File: src/rtl/prog_loader.sv
// prog_loader: receives a program image over a byte stream and writes it into
// instruction memory, holding the CPU until a load completes with a good
// checksum.
//
// Frame on the link: SYNC_BYTE, length (0 means 256), data bytes, checksum
// (8-bit sum of the data bytes).
//
// Ports
//   clk       : clock, all state changes on the rising edge
//   rst_n     : asynchronous active-low reset
//   in_data   : incoming byte from the host link
//   in_valid  : in_data is valid this cycle
//   in_ready  : loader accepts in_data this cycle (low during a write cycle)
//   wr_en     : instruction-memory write strobe, one cycle per data byte
//   wr_addr   : instruction-memory write address
//   wr_data   : instruction-memory write data
//   cpu_hold  : holds the CPU while high
//   done      : last load completed with a good checksum
//   err       : last load failed (checksum mismatch or timeout)
module prog_loader #(
  parameter logic [7:0]  SYNC_BYTE      = 8'hA5,
  parameter int unsigned TIMEOUT_CYCLES = 1024
) (
  input  logic       clk,
  input  logic       rst_n,
  input  logic [7:0] in_data,
  input  logic       in_valid,
  output logic       in_ready,
  output logic       wr_en,
  output logic [7:0] wr_addr,
  output logic [7:0] wr_data,
  output logic       cpu_hold,
  output logic       done,
  output logic       err
);

  typedef enum logic [2:0] {
    IDLE = 3'd0,
    LEN  = 3'd1,
    DATA = 3'd2,
    CSUM = 3'd3,
    DONE = 3'd4,
    ERR  = 3'd5
  } state_t;

  localparam logic [15:0] IDLE_LAST = 16'(TIMEOUT_CYCLES - 1);

  state_t      r_state;
  logic [8:0]  r_remain;
  logic [7:0]  r_addr;
  logic [7:0]  r_csum;
  logic [15:0] r_idle;
  logic        r_wr_en;
  logic [7:0]  r_wr_data;
  logic        r_cpu_hold;
  logic        r_done;
  logic        r_err;

  logic w_accept;
  logic w_in_load;
  logic w_timeout;

  // Ready is gated by rst_n so it reads 0 throughout reset and 1 in the very
  // first cycle after release.
  assign in_ready  = rst_n & ~r_wr_en;
  assign w_accept  = in_valid & in_ready;
  assign w_in_load = (r_state == LEN) || (r_state == DATA) || (r_state == CSUM);
  // An accepted byte in the expiry cycle wins over the timeout.
  assign w_timeout = w_in_load && !w_accept && (r_idle == IDLE_LAST);

  assign wr_en    = r_wr_en;
  assign wr_addr  = r_addr;
  assign wr_data  = r_wr_data;
  assign cpu_hold = r_cpu_hold;
  assign done     = r_done;
  assign err      = r_err;

  always_ff @(posedge clk or negedge rst_n) begin
    if (!rst_n) begin
      r_state    <= IDLE;
      r_remain   <= '0;
      r_addr     <= '0;
      r_csum     <= '0;
      r_idle     <= '0;
      r_wr_en    <= 1'b0;
      r_wr_data  <= '0;
      r_cpu_hold <= 1'b1;
      r_done     <= 1'b0;
      r_err      <= 1'b0;
    end else begin
      r_wr_en <= 1'b0;

      if (!w_in_load || w_accept || w_timeout) begin
        r_idle <= '0;
      end else begin
        r_idle <= r_idle + 16'd1;
      end

      // Write cycle: wr_addr shows the current address while the counters
      // advance at the end of the cycle, so a 256-byte load leaves the
      // address wrapped to 0 without issuing another write.
      if (r_wr_en) begin
        r_addr   <= r_addr + 8'd1;
        r_csum   <= r_csum + r_wr_data;
        r_remain <= r_remain - 9'd1;
        if (r_remain == 9'd1) begin
          r_state <= CSUM;
        end
      end

      case (r_state)
        IDLE, DONE, ERR: begin
          if (w_accept && (in_data == SYNC_BYTE)) begin
            r_state    <= LEN;
            r_cpu_hold <= 1'b1;
            r_done     <= 1'b0;
            r_err      <= 1'b0;
          end
        end
        LEN: begin
          if (w_accept) begin
            r_remain <= (in_data == 8'd0) ? 9'd256 : {1'b0, in_data};
            r_addr   <= '0;
            r_csum   <= '0;
            r_state  <= DATA;
          end
        end
        DATA: begin
          if (w_accept) begin
            r_wr_en   <= 1'b1;
            r_wr_data <= in_data;
          end
        end
        CSUM: begin
          if (w_accept) begin
            if (in_data == r_csum) begin
              r_state    <= DONE;
              r_done     <= 1'b1;
              r_cpu_hold <= 1'b0;
            end else begin
              r_state <= ERR;
              r_err   <= 1'b1;
            end
          end
        end
        default: r_state <= IDLE;
      endcase

      if (w_timeout) begin
        r_state <= ERR;
        r_err   <= 1'b1;
      end
    end
  end

endmodule

File: config.mk
export PLATFORM = sky130hd
export DESIGN_NAME = prog_loader
export DESIGN_NICKNAME = d
export VERILOG_FILES = /design/src/rtl/prog_loader.sv
export SDC_FILE = /design/constraint.sdc
export NUM_CORES = 1
export LEC_CHECK = 0
export CAP_MARGIN = 5
export CORE_MARGIN = 4
export CORE_UTILIZATION = 56
export CTS_CLUSTER_SIZE = 28
export DETAILED_ROUTE_END_ITERATION = 16
export PLACE_DENSITY_LB_ADDON = 0.25
export SYNTH_ARGS = -nofsm -noshare
export SYNTH_HDL_FRONTEND = slang
export SYNTH_SLANG_ARGS = --single-unit
File: constraint.sdc
create_clock -name clk -period 2.78 [get_ports clk]
set_input_delay 0.556 -clock clk [delete_from_list [all_inputs] [get_ports clk]]
set_output_delay 0.556 -clock clk [all_outputs]
set_load 0.03 [all_outputs]
==> summary.md, run 1 <==
The flow ran to the end, and the final reports show no timing, DRC or antenna violations. The worst register-to-register path ends at r_csum[6]. Measured along the x axis, the die boundary spans 81.2 um.

After detailed routing, the met3 layer carries 218 um of wire. STA classifies the critical path endpoint as an output pin. The tools report the count of final setup violators as 0. The total vias in the final route is 2215. Global routing used 20.8% of the available tracks across all layers.

The cell count after synthesis came out at 298. The number of global-route vias before repair came out at 2251. In the routed layout, each cell is associated on average with a via count of 5.48. For the worst flop-to-flop path, the logic depth is 7. For the first-pass detailed-route iteration total, the log shows 4. Once the clock tree was built, the resizer swapped 0 gates to a different size.

Sequential cells were found to cover 46.8% of the synthesized design area. TritonCTS built the clock tree. The logs give 0.881 for the global placement routability congestion and 528 ps for the worst-case setup slack after placement. The average cell area after synthesis was 10.1 um^2; the number of placement rows was 26. The synthesized design contains 56 register bits. For the worst-skew pair, the clock arrives at the later sink with an insertion delay of 300 ps.

The number of synthesis warnings is 0, and the final cycle utilization of the critical path is 82.7%. Max-cap violations in this run came to 0. For the wire length of the first global-routing pass, the log shows 10600 um. At the worst endpoint, the required time is 2220 ps. Wire segments on met2 add up to 2890 um in the final route. Setup repair after global routing left no endpoint under its margin. The initial utilization of the core area, before any placement, comes to 58.3%.

The hold slack came out at 224 ps. The count of clock tree sinks was 56; the post-route DRC violation count was 0. STA classifies the critical path startpoint as a register.

The run gives 44 as the number of distinct library cells after synthesis. The setup slack of the worst register-to-register path was 620 ps. Of the post-synthesis cell area, the dominant cell type holds 45.9%. Registers take 1400 um^2. The final hold violation count came out at 0. The tools report the number of standard cells in the layout, taps in and fillers out as 404. The tools report the number of inserted filler cells in the final layout as 418. Counting every net in the synthesized netlist gives 321.

For the maximum level of the CTS H-tree, the log shows 2. The ratio of cells with drive above 1 in the final layout was 9.28%; the detailed-placement wirelength estimate was 4430 um. Headroom to the max-slew limit came out at 59.3%. The highest layer touched by signal routing is met4.

After layout, the worst setup slack is 480 ps. The biggest area contributor in the post-synthesis netlist is dfrtp_1. The most used flip-flop cell after synthesis was dfrtp_1. After the last flow step, the layout net total stands at 356.

The logs give 396 for the placed cell count and 6590 um^2 for the die outline area. For this design the top-level I/O count stands at 32. The total clock buffers created by CTS came out at 5.

IR analysis of the VDD net gives a maximum drop of 0.848 mV. Startpoint-to-endpoint class of the critical path: register to output pin. The logs give 0 for the initial antenna violation count and 0 for the number of nets with antenna violations after routing. From synthesis to final layout, the design area changed by 16.2%. The first routing iteration left 144 violations. The synthesized netlist occupies a cell area of 3000 um^2. The clock-pin slew of the registers on the worst-case setup and hold paths was 100 ps.

The tools report the reg-to-reg critical path startpoint as wr_data[0]. Adding up every negative setup slack in the final design gives 0 ps. For this design, the CTS-stage hold fixing added 0 buffers.

For the pin with the worst max-slew slack, the measured transition is 604 ps. The logs give 6080 um for the total wirelength of the detailed-routed design and 4.41 ps for the worst clock skew on the final layout. The run gives 35 as the pin count of the biggest net entering global routing. The average wire length per cell after detail routing was 15.1 um. The signal on the critical path passes through nor2b_1 -> clkdlybuf4s50_1.

Data arrives at the worst endpoint at 1740 ps. The number of buffer cells added on primary ports was 31. Sorting the synthesized cells by area gives the leading types as dfrtp_1, xor2_1, nor2_1. The number of flops mapped to enable cells by yosys was 0; the cell area reported after detailed placement was 3390 um^2.

The core region is 5140 um^2. 0 antenna diodes ended up in the layout. In this run the vertical extent of the chip is 81.2 um.

Counting I/O delays and the setup requirement, the final critical path takes 2300 ps. The run gives 2900 um as the total routed wire length on the met1 layer. For the final number of max-transition violations, the log shows 0.

The worst stage delay on the critical path was 720 ps. The master cell of the clock root buffer is clkbuf_8. The slowest stage of the critical path belongs to the cell clkdlybuf4s50_1.

For this run, the top clock speed supported by timing is 0.435 GHz. The class of the worst hold path is primary input to async pin. Counting along the longest clock path gives a buffer depth of 2. The area of the multi-input gates came out at 1510 um^2. After global routing the overflow that remains totals 0. The total power divided by cell area is 1030 nW/um^2, and the largest fanout of any net on the critical path is 8. The leakage power was 1.42 nW; the post-route standard cell area excluding fillers was 3480 um^2. In the synthesized netlist the async set-or-reset flop fraction comes to 100%. Once the clock tree was built, the setup fixing pass inserted 0 buffers.
## stage by stage
step	total power, mW	util (%)
4_1_cts	3.64	67.8
3_5_place_dp	3.14	65.9
6_report	3.60	67.8
5_1_grt	3.88	67.8
3_3_place_gp	3.10	65.9
2_1_floorplan	2.62	-
## area by class of cell
cell class / count / area share, %
Multi-Input combinational cell: 223 / 43.3
Sequential cell: 56 / 40.3
Timing Repair Buffer: 37 / 10.1
Tap cell: 70 / 2.51
Clock buffer: 6 / 2.37
Inverter: 10 / 1.08
Clock inverter: 2 / 0.431
## power breakdown
part | internal (mW) | switching (mW) | leakage, nW
logic | 0.793 | 0.928 | 0.686
clock network | 0.202 | 0.262 | 0.0434
registers | 1.10 | 0.321 | 0.686
## logic make-up (layout without fill, tap and decap cells)
family | after synthesis | after routing | share of synthesized area (%)
AOI/OAI and AO/OA | 34 | 34 | 6.93
xor gates and xnor gates | 41 | 41 | 12.0
adders and majority gates | 12 | 12 | 5.26
buffers and inverters | 19 | 55 | 3.05
muxes | 17 | 17 | 6.05
DFF | 56 | 56 | 46.8
and+or+nand+nor | 119 | 119 | 19.9
## worst max-delay path by stage
stage / from / end / slack [ps] / cells past startpoint
after floorplan: wr_data[0] / r_csum[6] / 610 / 7
after global placement: in_valid / r_idle[12] / 560 / 5
after detailed placement: in_valid / r_idle[10] / 530 / 5
after CTS: wr_en / in_ready / 480 / 2
after global routing: wr_en / in_ready / 410 / 2
final: wr_en / in_ready / 480 / 2
## routing by layer
metal	track usage [%]	vias to the layer above
met2	33.7	47
met1	29.6	1062
met5	0	-
met4	5.74	0
met3	2.55	7
li1	-	1099
## placed cells by master, fill, tap and decap left out, types with 8 or more instances in the layout
| cell type | count |
|---|---|
| dfrtp_1 | 55 |
| xor2_1 | 25 |
| clkdlybuf4s50_1 | 30 |
| nand3_1 | 14 |
| ha_1 | 11 |
| inv_1 | 10 |
| nand2_1 | 22 |
| mux2i_1 | 8 |
| mux2_2 | 9 |
| nor2_1 | 40 |
| o21ai_0 | 13 |
| nor4_1 | 8 |
| xnor2_1 | 16 |
## Yosys cell counts, types with 6 or more instances
cell	count
xnor2_1	16
xor2_1	25
nor4_1	8
mux2_2	9
inv_1	10
dfrtp_1	55
mux2i_1	8
nand3_1	14
o21ai_0	13
nor2_1	40
ha_1	11
a21oi_1	6
nand2_1	22
nand4_1	6
## registers in the layout, indices dropped and copies added, names as in the netlist
name	count
wr_en	1
cpu_hold	1
r_csum	8
r_state	3
wr_addr	8
r_idle	16
wr_data	8
done	1
r_remain	9
err	1
## worst max-delay path: cells and delay by family (launching register included)
kind	cells	cell delay (ps)
buffers and inverters	1	720
flip-flops	1	480
AND/OR/NAND/NOR	1	240
(Power assumes the default switching activity.)
==> run 2: changes to the inputs <==
==> constraint.sdc (replaced) <==
create_clock -name clk -period 2.35 [get_ports clk]
set_input_delay 0.47 -clock clk [delete_from_list [all_inputs] [get_ports clk]]
set_output_delay 0.47 -clock clk [all_outputs]
set_load 0.03 [all_outputs]
==> run 2 against run 1 <==
Power increased by 22%. Critical path depth is 5 higher. Global-route usage shrank 0.42 points. Sequential power up 18%. Combinational power up 18%. Via count increased by 0.59%. Critical endpoint is now r_csum[6]. Clock-buffer cell count grew 1. Register-to-register slack worse by 420 ps. Wire length down 0.61%. First-iteration DRC count grew 15%. Worst hold slack worse by 130 ps.
==> summary.md, run 2 (synthesis gave the netlist of run 1 again) <==
The horizontal die dimension is 81.2 um (unchanged). The largest individual stage delay along the critical path comes from the cell dfrtp_1. The number of buffer and inverter instances along the worst setup path is 0 (-1), and the number of placement rows is 26 (unchanged). The cell class contributing the biggest share of worst-path delay is adder cells.

The critical path in this run is classified as register to register. The tools report the kind of end point of the critical path as a register. The logs give 10400 um (-2.3%) for the wire length of the first global-routing pass and 15.6% (+2.7 points) for the share of power burned in the clock network.

Capture point of the worst reg-to-reg path: r_csum[6]. The initial core utilization was 58.3% (unchanged); the number of global-route vias before repair was 2206 (-2.0%). The ratio of cells with drive above 1 in the final layout was 9.85% (+0.57 points); the peak supply drop was 0.959 mV (+13%). The vias per cell works out to 5.50 (+0.34%). The measured slew at the worst slew-check pin is 607 ps (+2.85 ps). The number of buffers on the longest clock path is 2 (unchanged). Leaving out fill and tap cells, the most frequent cell in the layout is dfrtp_1.

The worst clock skew on the final layout was 10.1 ps (+5.67 ps). The flow ran to the end, and the final reports show no timing, DRC or antenna violations. The number of cells traversed by the worst register-to-register path is 7 (unchanged), and the proportion of power drawn by flip-flops and latches is 38.3% (-1.1 points). Setup TNS: 0 ps (unchanged). In this run the critical register-to-register path is launched from r_csum[0]. The worst path arrival time was 2350 ps (+610 ps); the final global-route overflow total was 0 (unchanged). Growth of design area from synthesis to finish: 17.8%.

Average wire length per cell after detail routing: 14.9 um (-0.85%). The number of buffers added to fix hold violations after cts is 0 (unchanged), and the post-route DRC violation count is 0 (unchanged). The worst stage delay on the critical path came out at 430 ps (-290 ps). The run gives 2.62 mW (+25%) as the internal power of the cells.

Vertical die dimension: 81.2 um (unchanged). The maximum level of the CTS H-tree is 2 (unchanged). The clock latency on the worst-skew pair was 310 ps (about the same); the post-cts repair resize count was 0 (unchanged). Timing would allow up to 0.465 GHz.

The register with the most flip-flops in the final layout is r_idle. In the layout the commonest cells are dfrtp_1, nor2_1, clkdlybuf4s50_1. The run gives 0.898 (+1.8%) as the global placement routability congestion. The placed cell count was 397 (+0.25%). The total power divided by cell area is 1240 nW/um^2 (+20%). The number of flip-flops in the largest register is 16 (unchanged), and the part of the total power dissipated in combinational logic is 46.2% (-1.5 points). The tree is rooted in a clkbuf_8.

The relative slew slack is 59.1% (-0.19 points), and the detailed-placement wirelength estimate is 4300 um (-3.0%). The number of nets in the layout is 357 (+0.28%). The min-delay analysis places its worst path in the category primary input to async pin. Dividing the final minimum period by the clock period gives 91.5%. The number of maximum-capacitance constraint violations came out at 0 (unchanged). Walking the worst path, the cells encountered are ha_1 -> fa_1 -> a21o_1 -> a21o_1 -> a21oi_1 -> mux2_2 -> o311ai_0. The largest registers in the layout are r_idle: 16 flops, r_remain: 9 flops. The number of buffer cells added on primary ports is 31 (unchanged). Number of standard cells in the layout, taps in and fillers out: 405 (+0.25%). The tools report the category of the worst setup path launch point as a register.

For the number of nets with antenna violations after routing, the log shows 0 (unchanged). The required time at the endpoint of the critical path was 2550 ps (+330 ps). The tools report the total wirelength of the detailed-routed design as 6040 um (-0.61%).

The switching part of the total power was 40.4% (-1.5 points); the count of clock tree sinks was 56 (unchanged). The count of routing violations after the opening detailed-route iteration is 166 (+15%), and the number of inserted diodes is 0 (unchanged). The run gives 0 (unchanged) as the final hold violation count. The most numerous cell type found on the critical path is a21o_1.

The die outline area was 6590 um^2 (unchanged); the clock-pin slew of the registers on the worst-case setup and hold paths was 100 ps (about the same). The tools report the total vias in the final route as 2228 (+0.59%). The count of final setup violators was 0 (unchanged); the switching power summed over all nets was 1.77 mW (+17%). The pin count of the biggest net entering global routing is 46 (+31%).

The worst path needs 2150 ps of the cycle, external delays included. The total clock buffers created by CTS is 5 (unchanged). The final number of max-transition violations was 0 (unchanged); the number of top-level pins was 32 (unchanged). The run gives 1.45 nW (+2.1%) as the leakage power. For the initial antenna violation count, the log shows 0 (unchanged). The number of buffers added for setup after CTS was 0 (unchanged). For the core outline area, the log shows 5140 um^2 (unchanged). TritonCTS built the clock tree.

Setup repair after global routing left no endpoint under its margin. The largest fanout of any net on the critical path came out at 3 (-5). The logs give 4 (unchanged) for the first-pass detailed-route iteration total and 200 ps (-420 ps) for the setup slack of the worst register-to-register path. The overall fraction of global-route tracks in use was 20.4% (-0.42 points).
==> run 2: power groups by stage <==
stage / sequential (mW) / clock [mW] / combinational, mW
finish: 1.68 / 0.683 / 2.03
global route: 1.73 / 0.731 / 2.24
global placement: 1.68 / 0 / 1.97
floorplan: 1.89 / 0 / 1.21
CTS: 1.68 / 0.699 / 2.03
detailed placement: 1.69 / 0 / 2.02
==> run 2: how the worst max path moves through the flow <==
stage	start	to	slack, ps	cells past startpoint
final	r_csum[0]	r_csum[6]	200	7
after floorplan	wr_data[0]	r_csum[6]	180	7
after global routing	r_csum[0]	r_csum[6]	70	7
after detailed placement	in_data[3]	r_state[0]	140	7
after CTS	r_csum[0]	r_csum[6]	180	7
after global placement	in_data[3]	err	210	7
==> run 2: area by class of cell <==
type                       instances  area, um^2
sequential                        56        1400
tap                               70        87.6
fill                             402        1610
multi-input combinational        223        1510
clock inverter                     1        30.0
clock buffer                       7        96.3
timing repair buffer              38         368
inverter                          10        37.5
==> run 2: worst reg2reg max path: cells and delay by family, from the launching register on <==
family | cells | cell delay [ps]
muxes | 1 | 340
AOI/OAI and AO/OA | 4 | 640
adders and majority gates | 2 | 640
DFF | 1 | 430
==> run 2: stage by stage <==
stage | hold slack (ps) | worst slack, ps | util [%] | instance area (um^2) | power (mW)
4_1_cts | 99.6 | 178 | 68.7 | 3530 | 4.41
2_1_floorplan | 174 | 176 | - | 3000 | 3.11
3_3_place_gp | 443 | 208 | 66.2 | 3400 | 3.65
5_1_grt | 103 | 65.2 | 68.7 | 3530 | 4.71
3_5_place_dp | 441 | 145 | 66.2 | 3400 | 3.71
6_report | 97.2 | 199 | 68.7 | 3530 | 4.39
==> run 2: per-layer routing <==
metal / up-vias / part of all wire (%) / routed length [um] / GRT usage [%]
li1: 1101 / - / - / -
met1: 1084 / 48 / 2920 / 28.7
met2: 41 / 47 / 2870 / 32.1
met3: 2 / 3.8 / 230 / 4.66
met4: 0 / 0.38 / 23 / 5.07
met5: - / 0 / 0 / 0
